<file path="src/rtl/msk_pkg.sv">
// Shared definitions for the differential MSK/FSK detector.
//   SPS_DEF / MID_DEF / DATA_W_DEF : default symbol timing and sample width
//   CNT_W                          : sample counter width for the default SPS
//   iq_t                           : one complex baseband sample at default width
//   sat_shift()                    : arithmetic right shift followed by signed saturation
package msk_pkg;

    localparam int DATA_W_DEF = 16;
    localparam int SPS_DEF    = 20;
    localparam int MID_DEF    = 10;
    localparam int CNT_W      = $clog2(SPS_DEF);

    typedef struct packed {
        logic signed [DATA_W_DEF-1:0] i;
        logic signed [DATA_W_DEF-1:0] q;
    } iq_t;

    // Shift 'value' right arithmetically by 'shift', then clamp into the signed
    // range of a 'width'-bit number. Result is returned sign-extended to 64 bits.
    function automatic logic signed [63:0] sat_shift(
        input logic signed [63:0] value,
        input int unsigned        shift,
        input int unsigned        width
    );
        logic signed [63:0] v;
        logic signed [63:0] hi;
        logic signed [63:0] lo;
        v  = value >>> shift;
        hi = (64'sd1 <<< (width - 1)) - 64'sd1;
        lo = -(64'sd1 <<< (width - 1));
        if (v > hi) begin
            return hi;
        end else if (v < lo) begin
            return lo;
        end else begin
            return v;
        end
    endfunction

endpackage

</file>
<file path="src/rtl/msk_xprod_pipe.sv">
// Cross-product datapath: diff = cur_q*prev_i - cur_i*prev_q.
// Kept separate so the multiplies can be mapped onto DSP macros without
// disturbing the symbol timing/control around it.
//   clk, reset_n          : clock, asynchronous active-low reset
//   in_valid              : token present on cur_* / prev_* this cycle
//   cur_i/q, prev_i/q     : current and previous symbol samples (signed)
//   diff, diff_valid      : signed cross product, two cycles after in_valid
module msk_xprod_pipe #(
    parameter int DATA_W = 16
) (
    input  logic                     clk,
    input  logic                     reset_n,
    input  logic                     in_valid,
    input  logic signed [DATA_W-1:0] cur_i,
    input  logic signed [DATA_W-1:0] cur_q,
    input  logic signed [DATA_W-1:0] prev_i,
    input  logic signed [DATA_W-1:0] prev_q,
    output logic signed [2*DATA_W:0] diff,
    output logic                     diff_valid
);

    localparam int PW = 2 * DATA_W;

    logic signed [PW-1:0] cq_x, ci_x, pi_x, pq_x;
    logic signed [PW-1:0] p_a, p_b;
    logic signed [PW:0]   pa_x, pb_x;
    logic                 s1_valid;

    always_comb begin
        cq_x = PW'(cur_q);
        ci_x = PW'(cur_i);
        pi_x = PW'(prev_i);
        pq_x = PW'(prev_q);
        pa_x = (PW + 1)'(p_a);
        pb_x = (PW + 1)'(p_b);
    end

    // Free-running stages; the valid bit travels with the data.
    always_ff @(posedge clk or negedge reset_n) begin
        if (!reset_n) begin
            p_a        <= '0;
            p_b        <= '0;
            s1_valid   <= 1'b0;
            diff       <= '0;
            diff_valid <= 1'b0;
        end else begin
            p_a        <= cq_x * pi_x;
            p_b        <= ci_x * pq_x;
            s1_valid   <= in_valid;
            diff       <= pa_x - pb_x;
            diff_valid <= s1_valid;
        end
    end

endmodule

</file>
<file path="src/rtl/msk_diff_demod.sv">
// Differential MSK/FSK detector. Picks one sample per symbol at an adjustable
// phase and emits the sign and a saturated, scaled copy of Im(cur*conj(prev)).
//   clk, reset_n : clock, asynchronous active-low reset
//   in_valid     : i_in/q_in carry a sample this cycle
//   i_in, q_in   : signed baseband samples
//   phase_adj    : signed offset to MID_DEFAULT, applied at the next symbol
//   sym_strobe   : registered sample-point pulse (debug)
//   data_out     : hard decision, held between valids
//   soft_out     : saturated soft decision, held between valids
//   out_valid    : one-cycle pulse per emitted symbol
//   sym_count    : emitted symbol count, wraps at 2^16
module msk_diff_demod
    import msk_pkg::*;
#(
    parameter int DATA_W      = DATA_W_DEF,
    parameter int SPS         = SPS_DEF,
    parameter int MID_DEFAULT = MID_DEF,
    parameter int ADJ_W       = 8,
    parameter int SOFT_W      = 8,
    parameter int SOFT_SHIFT  = 16,
    parameter int INVERT      = 0
) (
    input  logic                     clk,
    input  logic                     reset_n,
    input  logic                     in_valid,
    input  logic signed [DATA_W-1:0] i_in,
    input  logic signed [DATA_W-1:0] q_in,
    input  logic signed [ADJ_W-1:0]  phase_adj,
    output logic                     sym_strobe,
    output logic                     data_out,
    output logic signed [SOFT_W-1:0] soft_out,
    output logic                     out_valid,
    output logic [15:0]              sym_count
);

    localparam int   CNT_BITS = $clog2(SPS);
    localparam int   SUM_W    = ((ADJ_W > CNT_BITS) ? ADJ_W : CNT_BITS) + 2;
    localparam logic INV_BIT  = (INVERT != 0);

    logic [CNT_BITS-1:0]     cnt;
    logic [CNT_BITS-1:0]     phase_q;
    logic [CNT_BITS-1:0]     phase_next;
    logic signed [SUM_W-1:0] phase_sum;
    logic                    cnt_last;
    logic                    strb;
    logic signed [DATA_W-1:0] cur_i;
    logic signed [DATA_W-1:0] cur_q;
    logic                    prev_ok;
    logic signed [2*DATA_W:0] diff;
    logic                    diff_valid;

    always_comb begin
        phase_sum = SUM_W'(MID_DEFAULT) + SUM_W'(phase_adj);
        if (phase_sum[SUM_W-1]) begin
            phase_next = '0;
        end else if (phase_sum > SUM_W'(SPS - 1)) begin
            phase_next = CNT_BITS'(SPS - 1);
        end else begin
            phase_next = phase_sum[CNT_BITS-1:0];
        end
        cnt_last = (cnt == CNT_BITS'(SPS - 1));
        strb     = in_valid && (cnt == phase_q);
    end

    // Phase only reloads on the last sample of a symbol, so an adjustment
    // never produces a second or a missing strobe inside the current symbol.
    always_ff @(posedge clk or negedge reset_n) begin
        if (!reset_n) begin
            cnt        <= '0;
            phase_q    <= CNT_BITS'(MID_DEFAULT);
            cur_i      <= '0;
            cur_q      <= '0;
            prev_ok    <= 1'b0;
            sym_strobe <= 1'b0;
        end else begin
            sym_strobe <= strb;
            if (in_valid) begin
                if (cnt_last) begin
                    cnt     <= '0;
                    phase_q <= phase_next;
                end else begin
                    cnt <= cnt + CNT_BITS'(1);
                end
            end
            if (strb) begin
                cur_i   <= i_in;
                cur_q   <= q_in;
                prev_ok <= 1'b1;
            end
        end
    end

    // The live input is the current symbol and the stored sample is the
    // previous one, so the multiply stage starts in the strobe cycle itself
    // and no separate prev register is needed.
    msk_xprod_pipe #(
        .DATA_W (DATA_W)
    ) u_xprod (
        .clk        (clk),
        .reset_n    (reset_n),
        .in_valid   (strb && prev_ok),
        .cur_i      (i_in),
        .cur_q      (q_in),
        .prev_i     (cur_i),
        .prev_q     (cur_q),
        .diff       (diff),
        .diff_valid (diff_valid)
    );

    // Output stage: hard/soft decisions are registered here, giving three
    // cycles from the strobe cycle to out_valid.
    always_ff @(posedge clk or negedge reset_n) begin
        if (!reset_n) begin
            data_out  <= 1'b0;
            soft_out  <= '0;
            out_valid <= 1'b0;
            sym_count <= '0;
        end else begin
            out_valid <= diff_valid;
            if (diff_valid) begin
                data_out  <= ~diff[2*DATA_W] ^ INV_BIT;
                soft_out  <= SOFT_W'(sat_shift(64'(diff), SOFT_SHIFT, SOFT_W));
                sym_count <= sym_count + 16'd1;
            end
        end
    end

endmodule
</file>
<file path="config.mk">
export PLATFORM = sky130hd
export DESIGN_NAME = msk_diff_demod
export DESIGN_NICKNAME = d
export VERILOG_FILES = /design/src/rtl/msk_pkg.sv /design/src/rtl/msk_xprod_pipe.sv /design/src/rtl/msk_diff_demod.sv
export SDC_FILE = /design/constraint.sdc
export NUM_CORES = 2
export LEC_CHECK = 0
export BUFFER_PORTS_ARGS = -buffer_cell sky130_fd_sc_hd__buf_2
export CORE_UTILIZATION = 60
export CTS_BUF_LIST = sky130_fd_sc_hd__clkbuf_2 sky130_fd_sc_hd__clkbuf_4 sky130_fd_sc_hd__clkbuf_8
export CTS_CLUSTER_SIZE = 14
export DETAILED_ROUTE_END_ITERATION = 12
export PLACE_DENSITY_LB_ADDON = 0.12
export SLEW_MARGIN = 20
export SYNTH_ARGS = -nofsm -noshare
export SYNTH_HDL_FRONTEND = slang
export SYNTH_SLANG_ARGS = --single-unit
export TNS_END_PERCENT = 1
</file>
<file path="constraint.sdc">
create_clock -name clk -period 5.52 [get_ports clk]
set_input_delay 1.104 -clock clk [delete_from_list [all_inputs] [get_ports clk]]
set_output_delay 1.104 -clock clk [all_outputs]
set_load 0.1 [all_outputs]
</file>
==> flow_metrics.py <==
metrics = {
    "logic_synthesis": {
        "synthesis.area_sq_um": 25750,
        "syn-instance-count": 2642,
        "post-synth-top-area-cell": "sky130_fd_sc_hd__fa_1",
        "most_instantiated_flip_flop_cell_in_the_synthesis_netlist": "sky130_fd_sc_hd__dfrtp_1",
        "post-synth-top-count-cell": "sky130_fd_sc_hd__inv_1",
        "syn_nets": 3408,
        "yosys.area.top_type_share": 0.4074,
        "synth_enable_flop_cells": 0,
        "synth.lib_cells_used.distinct": 77,
        "yosysWarningCount": 0,
        "avgSynthCellArea_sq_um": 9.747,
        "seq_cells_post_synth": 153,
        "netlist_top_cells_count": "611 x sky130_fd_sc_hd__inv_1, 524 x sky130_fd_sc_hd__fa_1, 294 x sky130_fd_sc_hd__nand2_1",
        "synthTopCellsByArea": "sky130_fd_sc_hd__fa_1 41%, sky130_fd_sc_hd__dfrtp_1 15%, sky130_fd_sc_hd__ha_1 9.7%",
        "synth_sequential_area_ratio": 0.1488,
        "ys_async_sr_fraction": 1.000,
    },
    "cts": {
        "clock_latency_ns": 0.49,
        "clock_tree.buffer_depth": 2,
        "hold_buffers": 0,
        "cts.reportedPaths.clkPinSlew_ns": 0.09,
        "clock_sink_count": 153,
        "clockRootBuffer": "sky130_fd_sc_hd__clkbuf_8",
        "htree_levels": 4,
        "tritoncts.num_buffers": 17,
        "clock_tree_from_tritoncts": "built",
    },
    "route": {
        "detailroute.via_count": 19092,
        "drtPass1Iterations": 5,
        "post_drt_via_cell_ratio": 5.366,
        "avgRoutedWirePerCell_microns": 17.74,
        "antenna_violating_nets_post_route": 0,
        "wirelength_mm": 63.13,
        "drc": 0,
        "drt_iter0_markers": 1058,
    },
    "run_status": {
        "failing_checks": "negative setup slack",
        "run_status": "finished with violations",
    },
    "placed_design": {
        "postPlaceCellArea_sq_um": 29300,
        "gpl.final_weighted_congestion": 0.9327,
        "place_hpwl_mm": 52.76,
        "place.detailed.instances": 3513,
        "numPortBuffers": 69,
        "worst_slack_placed_ns": -1.249,
    },
    "min_path": {
        "worst_hold_path_type": "register to register",
        "number_of_cells_traversed_by_the_worst_hold_path": 0,
        "whs_endpoint": "u_xprod.diff_valid",
        "min_from": "u_xprod.s1_valid",
    },
    "layout": {
        "fin_cells": 3558,
        "stdcell_area_sq_um": 30510,
        "drive_above_1_share": 0.2054,
        "nets": 3771,
        "areaGrowthSynthToFinish_pct": 18.48,
        "fillCellCount": 3126,
    },
    "sta": {
        "timing_max_transition_violations_final": 0,
        "finalCritPeriodShare": 1.101,
        "timing.final.hold_violations": 0,
        "fmaxAchievable_mhz": 164.6,
        "worst_clock_skew_ns": 0.02078,
        "max_slew_margin": 0.3162,
        "timing.final.crit_period_ns": 6.075,
        "setup-violations-final": 37,
        "rsz0062_at_grt": "yes",
        "timing.final.ws_setup_ns": -0.5555,
        "worst-slew-pin-transition_ns": 1.026,
        "timing.setup.tns_ns": -8.973,
    },
    "critical_path": {
        "worst-endpoint-required_ns": 5.92,
        "crit_chain": "buf_6, and2_4, fa_2, buf_12, fa_2, buf_4, fa_1, fa_1, fa_1, inv_1, fa_1, inv_1, ha_1, nand3_1, nor2_2, o221a_4, o31ai_4, a311oi_4, and2_4, o21ai_2, a221oi_2",
        "slowest_delay_ns": 0.62,
        "worst_setup_path_end_kind": "register",
        "r2r_setup_slack_ns": -0.43,
        "critical_path_top_delay_cell": "sky130_fd_sc_hd__fa_2",
        "critical_path.reg2reg.endpoint": "u_xprod.p_a[29]",
        "top_family_by_delay_on_critical_path": "adder cells",
        "crit_path_max_fanout": 9,
        "reg2reg_depth": 20,
        "setup.worst_path.class": "input port to register",
        "critPathArrivalTime_ns": 6.48,
        "startpoint_of_the_lowest_slack_register_to_register_path": "cur_i[8]",
        "setup.worst_path.start_class": "input port",
        "cell_seen_most_often_among_critical_path_stages": "sky130_fd_sc_hd__fa_1",
        "crit_buf_inv": 5,
    },
    "global_routing": {
        "maximum_number_of_pins_on_one_net_before_global_route_repair": 105,
        "gr-usage-all-layers": 0.3099,
        "number_of_global_route_vias_before_repair": 21150,
        "grt_first_pass_wirelength_mm": 105.8,
        "antenna_violations_before_repair": 1,
        "grt_remaining_overflow": 0,
    },
    "floorplan": {
        "placeableCoreArea_sq_um": 42130,
        "chipHeight_microns": 209.2,
        "row_count": 75,
        "fp.dieW_microns": 209.2,
        "design.die.area_sq_um": 43750,
        "floorplan.initialDensity": 0.6112,
        "top_level_ports": 70,
    },
    "job": {
        "cap_violations": 0,
    },
}
## cell usage in the layout (no fill, tap or decap), drive strengths merged, types with 6 or more instances in the layout
cell type  instances
nor2              71
nand2b            14
a21boi             6
a21oi             72
ha               199
a21o              14
and3              12
xnor2             78
o21a               7
o21bai            11
buf              423
mux2              34
nand3             19
nand2            294
and2             255
a211oi            10
inv              619
nand4             11
nor3              13
o21ai             46
dfrtp            151
clkbuf            19
fa               524
xor2              28
## metrics by stage
step | util | hold slack [ns]
after global routing | 0.7241 | 0.3742
after global placement | 0.6955 | 0.3370
after CTS | 0.7178 | 0.3624
after detailed placement | 0.6955 | 0.3386
final | 0.7241 | 0.3588
after floorplan | - | 0.3312
## metal layers
metal,routed length [microns],up-vias,global-route usage
met2,32560,491,0.5439
met4,2190,0,0.1100
met5,0,-,0
li1,-,8647,-
met1,25580,9834,0.3936
met3,2807,120,0.04193
## flip-flops by register name, indices dropped and copies added, names as in the netlist, 5 cells and up
register	count
u_xprod.p_a	32
u_xprod.p_b	32
u_xprod.diff	17
cur_i	16
cur_q	16
sym_count	16
soft_out	8
cnt	5
phase_q	5
## timing repair
item,CTS,global route
gates cloned,0,0
pin swaps,63,45
gates resized for setup,122,49
buffers inserted,7,5
endpoints found under the setup margin,39,39
## worst reg2reg max path: stages, from the launching register on
cell and delay (ns):
sky130_fd_sc_hd__dfrtp_1 0.57, sky130_fd_sc_hd__buf_4 0.25, sky130_fd_sc_hd__nand2_1 0.09, sky130_fd_sc_hd__fa_1 0.50
sky130_fd_sc_hd__inv_1 0.06, sky130_fd_sc_hd__fa_1 0.49, sky130_fd_sc_hd__fa_1 0.57, sky130_fd_sc_hd__fa_1 0.44
sky130_fd_sc_hd__fa_1 0.49, sky130_fd_sc_hd__inv_1 0.05, sky130_fd_sc_hd__fa_1 0.47, sky130_fd_sc_hd__inv_1 0.04
sky130_fd_sc_hd__ha_1 0.31, sky130_fd_sc_hd__nand4_1 0.17, sky130_fd_sc_hd__nor2_2 0.19, sky130_fd_sc_hd__o221a_4 0.20
sky130_fd_sc_hd__o31ai_4 0.09, sky130_fd_sc_hd__a311oi_4 0.38, sky130_fd_sc_hd__and2_4 0.23, sky130_fd_sc_hd__o21ai_2 0.07
sky130_fd_sc_hd__a221oi_2 0.21
## worst max-delay path by stage
stage / start / end / slack (ns) / cells after the start
floorplan: q_in[12] / u_xprod.p_a[29] / -0.82 / 22
global placement: q_in[6] / u_xprod.p_a[29] / -1.16 / 23
detailed placement: i_in[8] / u_xprod.p_b[30] / -1.25 / 20
CTS: q_in[8] / u_xprod.p_a[29] / -0.54 / 21
global route: i_in[10] / u_xprod.p_b[31] / -0.71 / 22
finish: q_in[15] / u_xprod.p_a[29] / -0.56 / 21
## cell families after synthesis
family / after synthesis / share of synthesized area
AOI/OAI and AO/OA: 220 / 0.05690
xor gates and xnor gates: 106 / 0.03605
adders and majority gates: 723 / 0.5041
buffers and inverters: 691 / 0.1013
DFF: 153 / 0.1488
muxes: 36 / 0.01565
and+or+nand+nor: 713 / 0.1373
## cell type report
class	instances	area [sq um]	area share
sequential	153	3837	0.1258
tap	539	674.4	0.02210
clock buffer	18	247.7	0.008120
inverter	611	2293	0.07517
clock inverter	14	175.2	0.005741
multi-input combinational	1798	19860	0.6510
timing repair buffer	424	3418	0.1120
antenna	1	2.502	0.00008202
Power is left out: the tool's default activity adds up to more than one toggle a clock period on the data nets, which glitch-free logic cannot reach.
